==> src/rtl/dbg_pkg.sv <==
`default_nettype none
// ============================================================================
//  Module   : dbg_pkg
//  Purpose  : Shared types and constants for the debug display sequencer:
//             read-source and FSM state enums, display marker values,
//             default table depths and the mode_i -> source decoder.
//  Revision : 1.0  initial release
// ============================================================================
package dbg_pkg;

    // Read source selector as presented on rd_src_o
    typedef enum logic [1:0] {
        SRC_ROM = 2'd0,
        SRC_RF  = 2'd1,
        SRC_ALU = 2'd2,
        SRC_DM  = 2'd3
    } src_e;

    // Sequencer states
    typedef enum logic [2:0] {
        ST_IDLE = 3'd0,
        ST_REQ  = 3'd1,
        ST_WAIT = 3'd2,
        ST_SHOW = 3'd3,
        ST_MARK = 3'd4
    } state_e;

    localparam int          C_ADDR_W        = 7;
    localparam logic [31:0] C_MARKER        = 32'hFFFF_FFFF;
    localparam logic [31:0] C_TIMEOUT_VAL   = 32'hDEAD_DEAD;

    localparam int          C_DEF_ROM_DEPTH = 128;
    localparam int          C_DEF_RF_DEPTH  = 32;
    localparam int          C_DEF_ALU_ITEMS = 4;
    localparam int          C_DEF_DM_DEPTH  = 128;
    localparam int          C_DEF_TIMEOUT   = 15;

    // One-hot view select {rom, rf, alu, dm}; anything not one-hot falls back to ROM
    function automatic src_e decode_src(input logic [3:0] mode);
        src_e src;
        src = SRC_ROM;
        case (mode)
            4'b0100: src = SRC_RF;
            4'b0010: src = SRC_ALU;
            4'b0001: src = SRC_DM;
            default: src = SRC_ROM;
        endcase
        return src;
    endfunction

endpackage : dbg_pkg
`default_nettype wire

==> src/rtl/dbg_wrap_cnt.sv <==
`default_nettype none
// ============================================================================
//  Module   : dbg_wrap_cnt
//  Purpose  : Entry address counter for the debug sequencer. Advances on inc
//             until it reaches 'last', where it parks and raises 'done' so
//             the sequencer can emit one marker frame before wrapping.
//  Revision : 1.0  initial release
// ============================================================================
module dbg_wrap_cnt #(
    parameter int ADDR_W = 7
) (
    input  logic              clk,
    input  logic              rstn,
    input  logic              clr,
    input  logic              inc,
    input  logic [ADDR_W-1:0] last,
    output logic [ADDR_W-1:0] addr,
    output logic              done
);

    // Address / done register: clear wins, last entry parks and flags done
    always_ff @(posedge clk or negedge rstn) begin
        if (!rstn) begin
            addr <= '0;
            done <= 1'b0;
        end else if (clr) begin
            addr <= '0;
            done <= 1'b0;
        end else if (inc) begin
            if (addr == last) begin
                done <= 1'b1;
            end else begin
                addr <= addr + ADDR_W'(1);
            end
        end
    end

endmodule : dbg_wrap_cnt
`default_nettype wire

==> src/rtl/dbg_disp_seq.sv <==
`default_nettype none
// ============================================================================
//  Module   : dbg_disp_seq
//  Purpose  : Debug display sequencer. On each slow step pulse it reads the
//             next entry of the selected view (ROM / RF / ALU / DM) through a
//             shared read port and presents it to the seg7 driver. A marker
//             frame is shown once per wrap; unanswered reads time out with a
//             recognisable pattern.
//  Revision : 1.0  initial release
// ============================================================================
module dbg_disp_seq
    import dbg_pkg::*;
#(
    parameter int ROM_DEPTH = C_DEF_ROM_DEPTH,
    parameter int RF_DEPTH  = C_DEF_RF_DEPTH,
    parameter int ALU_ITEMS = C_DEF_ALU_ITEMS,
    parameter int DM_DEPTH  = C_DEF_DM_DEPTH,
    parameter int TIMEOUT   = C_DEF_TIMEOUT
) (
    input  logic        clk,
    input  logic        rstn,
    input  logic [3:0]  mode_i,
    input  logic        hold_i,
    input  logic        step_i,
    output logic        rd_req_o,
    output logic [1:0]  rd_src_o,
    output logic [6:0]  rd_addr_o,
    input  logic        rd_ack_i,
    input  logic [31:0] rd_data_i,
    output logic [31:0] disp_data_o,
    output logic        disp_valid_o,
    output logic        busy_o
);

    localparam int ADDR_W = C_ADDR_W;
    localparam int TW     = (TIMEOUT < 2) ? 1 : $clog2(TIMEOUT + 1);

    state_e            state;
    state_e            state_nxt;
    src_e              cur_src;
    src_e              mode_src;
    logic              mode_chg;
    logic              abort;
    logic              abort_now;
    logic [TW-1:0]     tcnt;
    logic              tmo;
    logic [ADDR_W-1:0] addr;
    logic [ADDR_W-1:0] last;
    logic              done;
    logic              cnt_clr;
    logic              cnt_inc;
    logic              src_load;
    logic              load_data;
    logic [31:0]       data_nxt;

    assign mode_src  = decode_src(mode_i);
    assign mode_chg  = (mode_src != cur_src);
    assign abort_now = abort | mode_chg;
    assign tmo       = (tcnt == TW'(TIMEOUT - 1));

    assign rd_req_o     = (state == ST_REQ) || (state == ST_WAIT);
    assign rd_src_o     = cur_src;
    assign rd_addr_o    = addr;
    assign disp_valid_o = (state == ST_SHOW) || (state == ST_MARK);
    assign busy_o       = (state != ST_IDLE);

    // Last valid index of the view currently latched
    always_comb begin
        last = ADDR_W'(ROM_DEPTH - 1);
        case (cur_src)
            SRC_RF:  last = ADDR_W'(RF_DEPTH - 1);
            SRC_ALU: last = ADDR_W'(ALU_ITEMS - 1);
            SRC_DM:  last = ADDR_W'(DM_DEPTH - 1);
            default: last = ADDR_W'(ROM_DEPTH - 1);
        endcase
    end

    dbg_wrap_cnt #(
        .ADDR_W (ADDR_W)
    ) u_wrap_cnt (
        .clk  (clk),
        .rstn (rstn),
        .clr  (cnt_clr),
        .inc  (cnt_inc),
        .last (last),
        .addr (addr),
        .done (done)
    );

    // FSM state register
    always_ff @(posedge clk or negedge rstn) begin
        if (!rstn) begin
            state <= ST_IDLE;
        end else begin
            state <= state_nxt;
        end
    end

    // Next-state and datapath control
    always_comb begin
        state_nxt = state;
        cnt_clr   = 1'b0;
        cnt_inc   = 1'b0;
        src_load  = 1'b0;
        load_data = 1'b0;
        data_nxt  = C_MARKER;
        case (state)
            ST_IDLE: begin
                if (mode_chg) begin
                    // New view: restart at entry 0, this step (if any) is dropped
                    src_load = 1'b1;
                    cnt_clr  = 1'b1;
                end else if (step_i) begin
                    if (done) begin
                        state_nxt = ST_MARK;
                        load_data = 1'b1;
                        data_nxt  = C_MARKER;
                    end else begin
                        state_nxt = ST_REQ;
                    end
                end
            end
            ST_REQ, ST_WAIT: begin
                // An ack always beats a coincident timeout
                if (rd_ack_i || ((state == ST_WAIT) && tmo)) begin
                    if (abort_now) begin
                        // View changed mid-read: swallow the result and restart
                        state_nxt = ST_IDLE;
                        cnt_clr   = 1'b1;
                        src_load  = 1'b1;
                    end else begin
                        state_nxt = ST_SHOW;
                        load_data = 1'b1;
                        data_nxt  = rd_ack_i ? rd_data_i : C_TIMEOUT_VAL;
                    end
                end else if (state == ST_REQ) begin
                    state_nxt = ST_WAIT;
                end
            end
            ST_SHOW: begin
                cnt_inc   = ~hold_i;
                state_nxt = ST_IDLE;
            end
            ST_MARK: begin
                cnt_clr   = 1'b1;
                state_nxt = ST_IDLE;
            end
            default: begin
                state_nxt = ST_IDLE;
            end
        endcase
    end

    // Latched view, display data, abort flag and wait-cycle counter
    always_ff @(posedge clk or negedge rstn) begin
        if (!rstn) begin
            cur_src     <= SRC_ROM;
            disp_data_o <= C_MARKER;
            abort       <= 1'b0;
            tcnt        <= '0;
        end else begin
            if (src_load) begin
                cur_src <= mode_src;
            end
            if (load_data) begin
                disp_data_o <= data_nxt;
            end
            if (state == ST_IDLE) begin
                abort <= 1'b0;
            end else if (rd_req_o && mode_chg) begin
                abort <= 1'b1;
            end
            tcnt <= (state == ST_WAIT) ? tcnt + TW'(1) : '0;
        end
    end

endmodule : dbg_disp_seq
`default_nettype wire
==> config.mk <==
export PLATFORM = sky130hd
export DESIGN_NAME = dbg_disp_seq
export DESIGN_NICKNAME = d
export VERILOG_FILES = /design/src/rtl/dbg_pkg.sv /design/src/rtl/dbg_wrap_cnt.sv /design/src/rtl/dbg_disp_seq.sv
export SDC_FILE = /design/constraint.sdc
export NUM_CORES = 1
export LEC_CHECK = 0
export ABC_AREA = 1
export BUFFER_PORTS_ARGS = -buffer_cell sky130_fd_sc_hd__buf_2
export CAP_MARGIN = 0
export CORE_MARGIN = 10
export CORE_UTILIZATION = 26
export CTS_BUF_LIST = sky130_fd_sc_hd__clkbuf_4 sky130_fd_sc_hd__clkbuf_8
export CTS_CLUSTER_SIZE = 10
export DETAILED_ROUTE_END_ITERATION = 8
export SLEW_MARGIN = 30
export SYNTH_ARGS = -nofsm -noshare
export SYNTH_HDL_FRONTEND = slang
export SYNTH_SLANG_ARGS = --single-unit
==> constraint.sdc <==
create_clock -name clk -period 1.5 [get_ports clk]
set_input_delay 0.225 -clock clk [delete_from_list [all_inputs] [get_ports clk]]
set_output_delay 0.225 -clock clk [all_outputs]
set_load 0.01 [all_outputs]
# Word-level counts from Yosys, hierarchy flattened
# Cells that the tools add are included.
# totals
regBits	50
latch_bits	0
ram_bits	0
mem_bits_ro	0
inputBits	41
out_inout_bits	44
elab_cells	75
mem_count	0
# classes
addsub	2
n_mul	0
div	0
magnitude_cmp	0
eq_ne	16
shift	0
muxes	34
bitwise_logic	2
n_reduce_logical	14
# op_table
operator	count
$mux 32	4
$mux 7	3
$mux 3	5
$mux 1	14
$pmux 7 s2	1
$add 7x1->7 const B	1
$eq 7x7->1	1
$eq 3x2->1 const B	2
$ne 2x2->1 const B	3
$pmux 2 s3	1
$pmux 3 s2	1
$reduce_bool 2->1	3
$add 4x1->4 const B	1
$eq 4x1->1 const B	1
$eq 4x2->1 const B	1
$eq 4x3->1 const B	1
$eq 4x4->1 const B	1
$mux 4	1
$pmux 1 s2	2
$reduce_and 2->1	2
$eq 3x1->1 const B	1
$eq 3x3->1 const B	1
$logic_not 3->1	1
$logic_or 1x1->1	3
other kinds (12)	13

# Depth between registers and ports, before layout
# logic_depth
word_depth	9
ltp_mapped	13
ltp_nobuf	12

# Modules after synthesis
# From an unflattened synthesis, not the netlist that was laid out.
# unflattened
cells_unflattened	429
area_unflattened_um2	3096.7
# modules_own_cells
mod	n_inst	cells_each	area_per_inst_um2	seq_area_each_um2
dbg_disp_seq	1	312	2397.3	1091.0
dbg_wrap_cnt	1	117	699.4	200.2

# Least setup slack after synthesis
# Ideal clock, no wire load.
# synth_path
path_type	reg2reg
from	reg cur_src[0], in the netlist rd_src_o[0]
to	reg u_wrap_cnt.addr[0]
setup_ps	118
arrival_ps	1640
required_ps	1382
path_slack_ps	-259
stages_incl_launch_ff	9
n_path_buf	0
period_less_slack_ps	1759
path_cell_list	dfrtp_1 > inv_1 > ha_1 > or3_1 > nand2_1 > inv_1 > o21ai_2 > xor2_1 > nor2_1
# synth_between
elab_chain_len	7
word_cells_on_any_way	14
cone_classes	5 x eq/ne; 6 x mux; 1 x bitwise; 2 x reduce/logical
# synth_lines
element	line	text
start, declared	dbg_disp_seq.sv:40	src_e cur_src;
start signal, assigned	dbg_disp_seq.sv:163	cur_src <= mode_src;
$ne 2x2->1	dbg_disp_seq.sv:57	assign mode_chg = (mode_src != cur_src);
$or 1x1->1	dbg_disp_seq.sv:58	assign abort_now = abort | mode_chg;
$mux 1	dbg_disp_seq.sv:126	if (abort_now) begin
$mux 1	dbg_disp_seq.sv:125	if (rd_ack_i || ((state == ST_WAIT) && tmo)) begin
$pmux 1 s3	dbg_disp_seq.sv:107	case (state)
$ne 2x2->1 (no line) or $reduce_bool 2->1 (tied branches)	n/a	
$reduce_and 2->1 (no line)	n/a	
end signal, assigned	dbg_wrap_cnt.sv:33	addr <= addr + ADDR_W'(1);
end, declared	dbg_wrap_cnt.sv:17	output logic [ADDR_W-1:0] addr,
# Parallel ways exist; a longest one is shown, timed or not.
# A chain may end at the register's enable or synchronous reset.

# Worst setup path in the final report
# Same ends and word-level chain as after synthesis.

==> flow_summary.ini <==
[status]
status = finished, violations left
violations = setup timing

[layout]
diodes = 0
regArea_um2 = 1290
fin_nets = 458
syn2layout_area_growth_pct = 53.9
multi_input_area_um2 = 1330
fill_cells = 948
layout-drive-gt1-share_pct = 60.4
stdcell_count = 547
layout_commonest_cell = buf_2
layout_common_cells = 82 x buf_2, 36 x buf_4, 34 x nor2_1

[critical_path]
path_cells = inv_2 -> ha_4 -> or3_1 -> nand2_1 -> inv_2 -> o21ai_4 -> xor2_1 -> nor2_1
cp.required_ps = 1700
crit_arrival_ps = 1850
critPathMostFrequentCell = inv_2
crit_path_max_incr_delay_ps = 400
start_kind = flop
worstSetupEndpointType = flop
cpMaxStageDelayCell = dfrtp_1
critical_path_class = flop to flop
r2r.worst_path.cells = 8
cp_max_fo = 7

[sta]
max_freq_mhz = 607
whs_ps = 152
min_period_ps = 1650
finalHoldViolations = 0
min_period_over_period_pct = 110
tightest_slew_ps = 317
slew_headroom_pct = 78.7
rsz0062_at_grt = true
skew_ps = 9.42
setup_viol = 39
final_max_slew_viol_count = 0
setup_ws_ps = -148

[synthesis]
synth_area_um2 = 2540
yosysSeqAreaShare_pct = 50.7
ys_async_sr_fraction_pct = 100
synthDistinctLibCells = 32
synth-warning-count = 0
synth_edf_count = 0
postSynthAreaPerCell_um2 = 8.90
synth_cells = 286
synthFlopType = dfstp_2
synth_seq_cells = 50
synth.net_count = 331

[placed_design]
dp_cells = 525
dp_hpwl_um = 5430
port_buffers = 84
globalplace.congestion = 0.779

[power_and_ir_drop]
power-per-cell-area_nw_per_um2 = 1990
peakVddDrop_mv = 0.628
p_leak_uw = 0.00185

[drt]
drt_pass1_iterations = 4
wl_um = 7480
post_drt_via_cell_ratio = 4.37
first_iter_violations = 114
num_vias = 2392
ant_nets = 0
drc = 0
wl_per_cell_um = 13.7

[clock_tree]
path_clk_slew_ps = 90
htreeDepth = 2
max-clock-path-buffers = 2
cts_tree = yes
cts-root-buf = clkbuf_8
clkLatencyLatePin_ps = 300
cts_buffers = 5
cts.sinks = 50

[floorplan]
die_x_um = 119
io_pins = 85
initial_core_util_pct = 26.4
die_area_um2 = 14100
core_area_um2 = 9640
die_h_um = 119
row_count = 36

[global_route]
antenna_found_initial = 0
grt_max_degree = 51
grt_use_total_pct = 10.0
grt_pass1_vias = 2505
grt_pass1_wl_um = 12100
grt_overflow = 0

[flow_run]
cap_violations = 0

[min_path]
holdPathStages = 3
hold_class = primary input to flop
stage by stage:
| step | util, % | worst slack [ps] | cell area [um2] | power, uW | setup TNS [ps] |
|---|---|---|---|---|---|
| floorplan | - | -147 | 2560 | 4430 | -647 |
| global placement | 35.0 | -186 | 3370 | 5720 | -2430 |
| detailed placement | 35.0 | -170 | 3370 | 5780 | -3470 |
| CTS | 38.7 | -135 | 3730 | 7390 | -3760 |
| global route | 40.6 | -236 | 3920 | 8360 | -8210 |
| finish | 40.6 | -148 | 3920 | 7790 | -4080 |
final cells by class:
type | count | share of cell area, %
multi-input cells | 198 | 34.0
flip-flops and latches | 50 | 33.0
repair buffers | 133 | 23.4
well taps | 133 | 4.25
inverters | 25 | 2.40
clock buffers | 7 | 2.14
clock inverters | 1 | 0.767
worst max-delay path, delay by kind of cell, from the launching register on:
family | cells | cell delay [ps]
buffers and inverters | 2 | 140
and+or+nand+nor | 3 | 430
xor gates and xnor gates | 1 | 170
adders and majority gates | 1 | 200
DFF | 1 | 400
AOI/OAI and AO/OA | 1 | 210
synthesized netlist by cell type (all sizes together) (2+ instances only):
cell | number | area share [%]
a21oi | 13 | 2.6
buf | 7 | 2.9
clkbuf | 7 | 1.0
dfrtp | 18 | 18
dfstp | 32 | 33
ha | 4 | 2.0
inv | 25 | 3.7
nand2 | 37 | 6.2
nand3 | 12 | 3.2
nand4 | 14 | 3.4
nor2 | 76 | 13
nor4 | 22 | 5.4
o21ai | 5 | 1.1
or2 | 2 | 0.49
xnor2 | 2 | 0.69
xor2 | 6 | 2.1
registers in the layout, indices dropped and copies added, names as in the netlist:
signal           cells
state                3
tcnt                 4
rd_src_o             2
u_wrap_cnt.addr      7
disp_data_o         32
abort                1
u_wrap_cnt.done      1
path summary, 6_finish.rpt:
kind / startpoint / end / slack [ps]
hold / removal: rd_data_i[0] / disp_data_o[0]$_DFFE_PN1P_ / 150
setup / recovery: rd_src_o[0]$_DFFE_PN0P_ / u_wrap_cnt.addr[0]$_DFFE_PN0P_ / -150
max in group asynchronous: rstn / disp_data_o[18]$_DFFE_PN1P_ / 750
min in group asynchronous: rstn / u_wrap_cnt.addr[2]$_DFFE_PN0P_ / 450
setup reg to reg: rd_src_o[0]$_DFFE_PN0P_ / u_wrap_cnt.addr[0]$_DFFE_PN0P_ / -150
hold reg to reg: disp_data_o[1]$_DFFE_PN1P_ / disp_data_o[1]$_DFFE_PN1P_ / 500
kinds of logic (layout without fill, tap and decap cells):
logic type,Yosys count,after routing,share of synthesized area (%)
compound gates,21,21,4.57
xor+xnor,8,8,2.75
fa+ha+maj,4,4,1.97
buf+inv,39,166,7.62
flops,50,50,50.7
simple gates,164,165,32.4
layer usage:
layer,global-route usage [%],vias up,wire length [um]
li1,-,1193,-
met1,11.7,1141,3230
met5,0,-,0
met2,17.6,52,3800
met4,1.91,0,54
met3,3.35,6,399
what timing repair did:
| item | in CTS | in global routing |
|---|---|---|
| pin swaps | 27 | 15 |
| endpoints found under the setup margin | 44 | 46 |
| buffers inserted | 6 | 5 |
| hold buffers | 1 | 0 |
| cloned | 2 | 0 |
| resized for setup | 39 | 38 |
| hold endpoints to repair | 18 | 0 |
power breakdown:
group          switching [uW]  internal, uW  leakage, uW
Sequential                448          2200     0.000581
Clock                     440           536    0.0000593
Combinational            2210          1950      0.00121
Note: power is estimated with default switching activity, not from simulation.
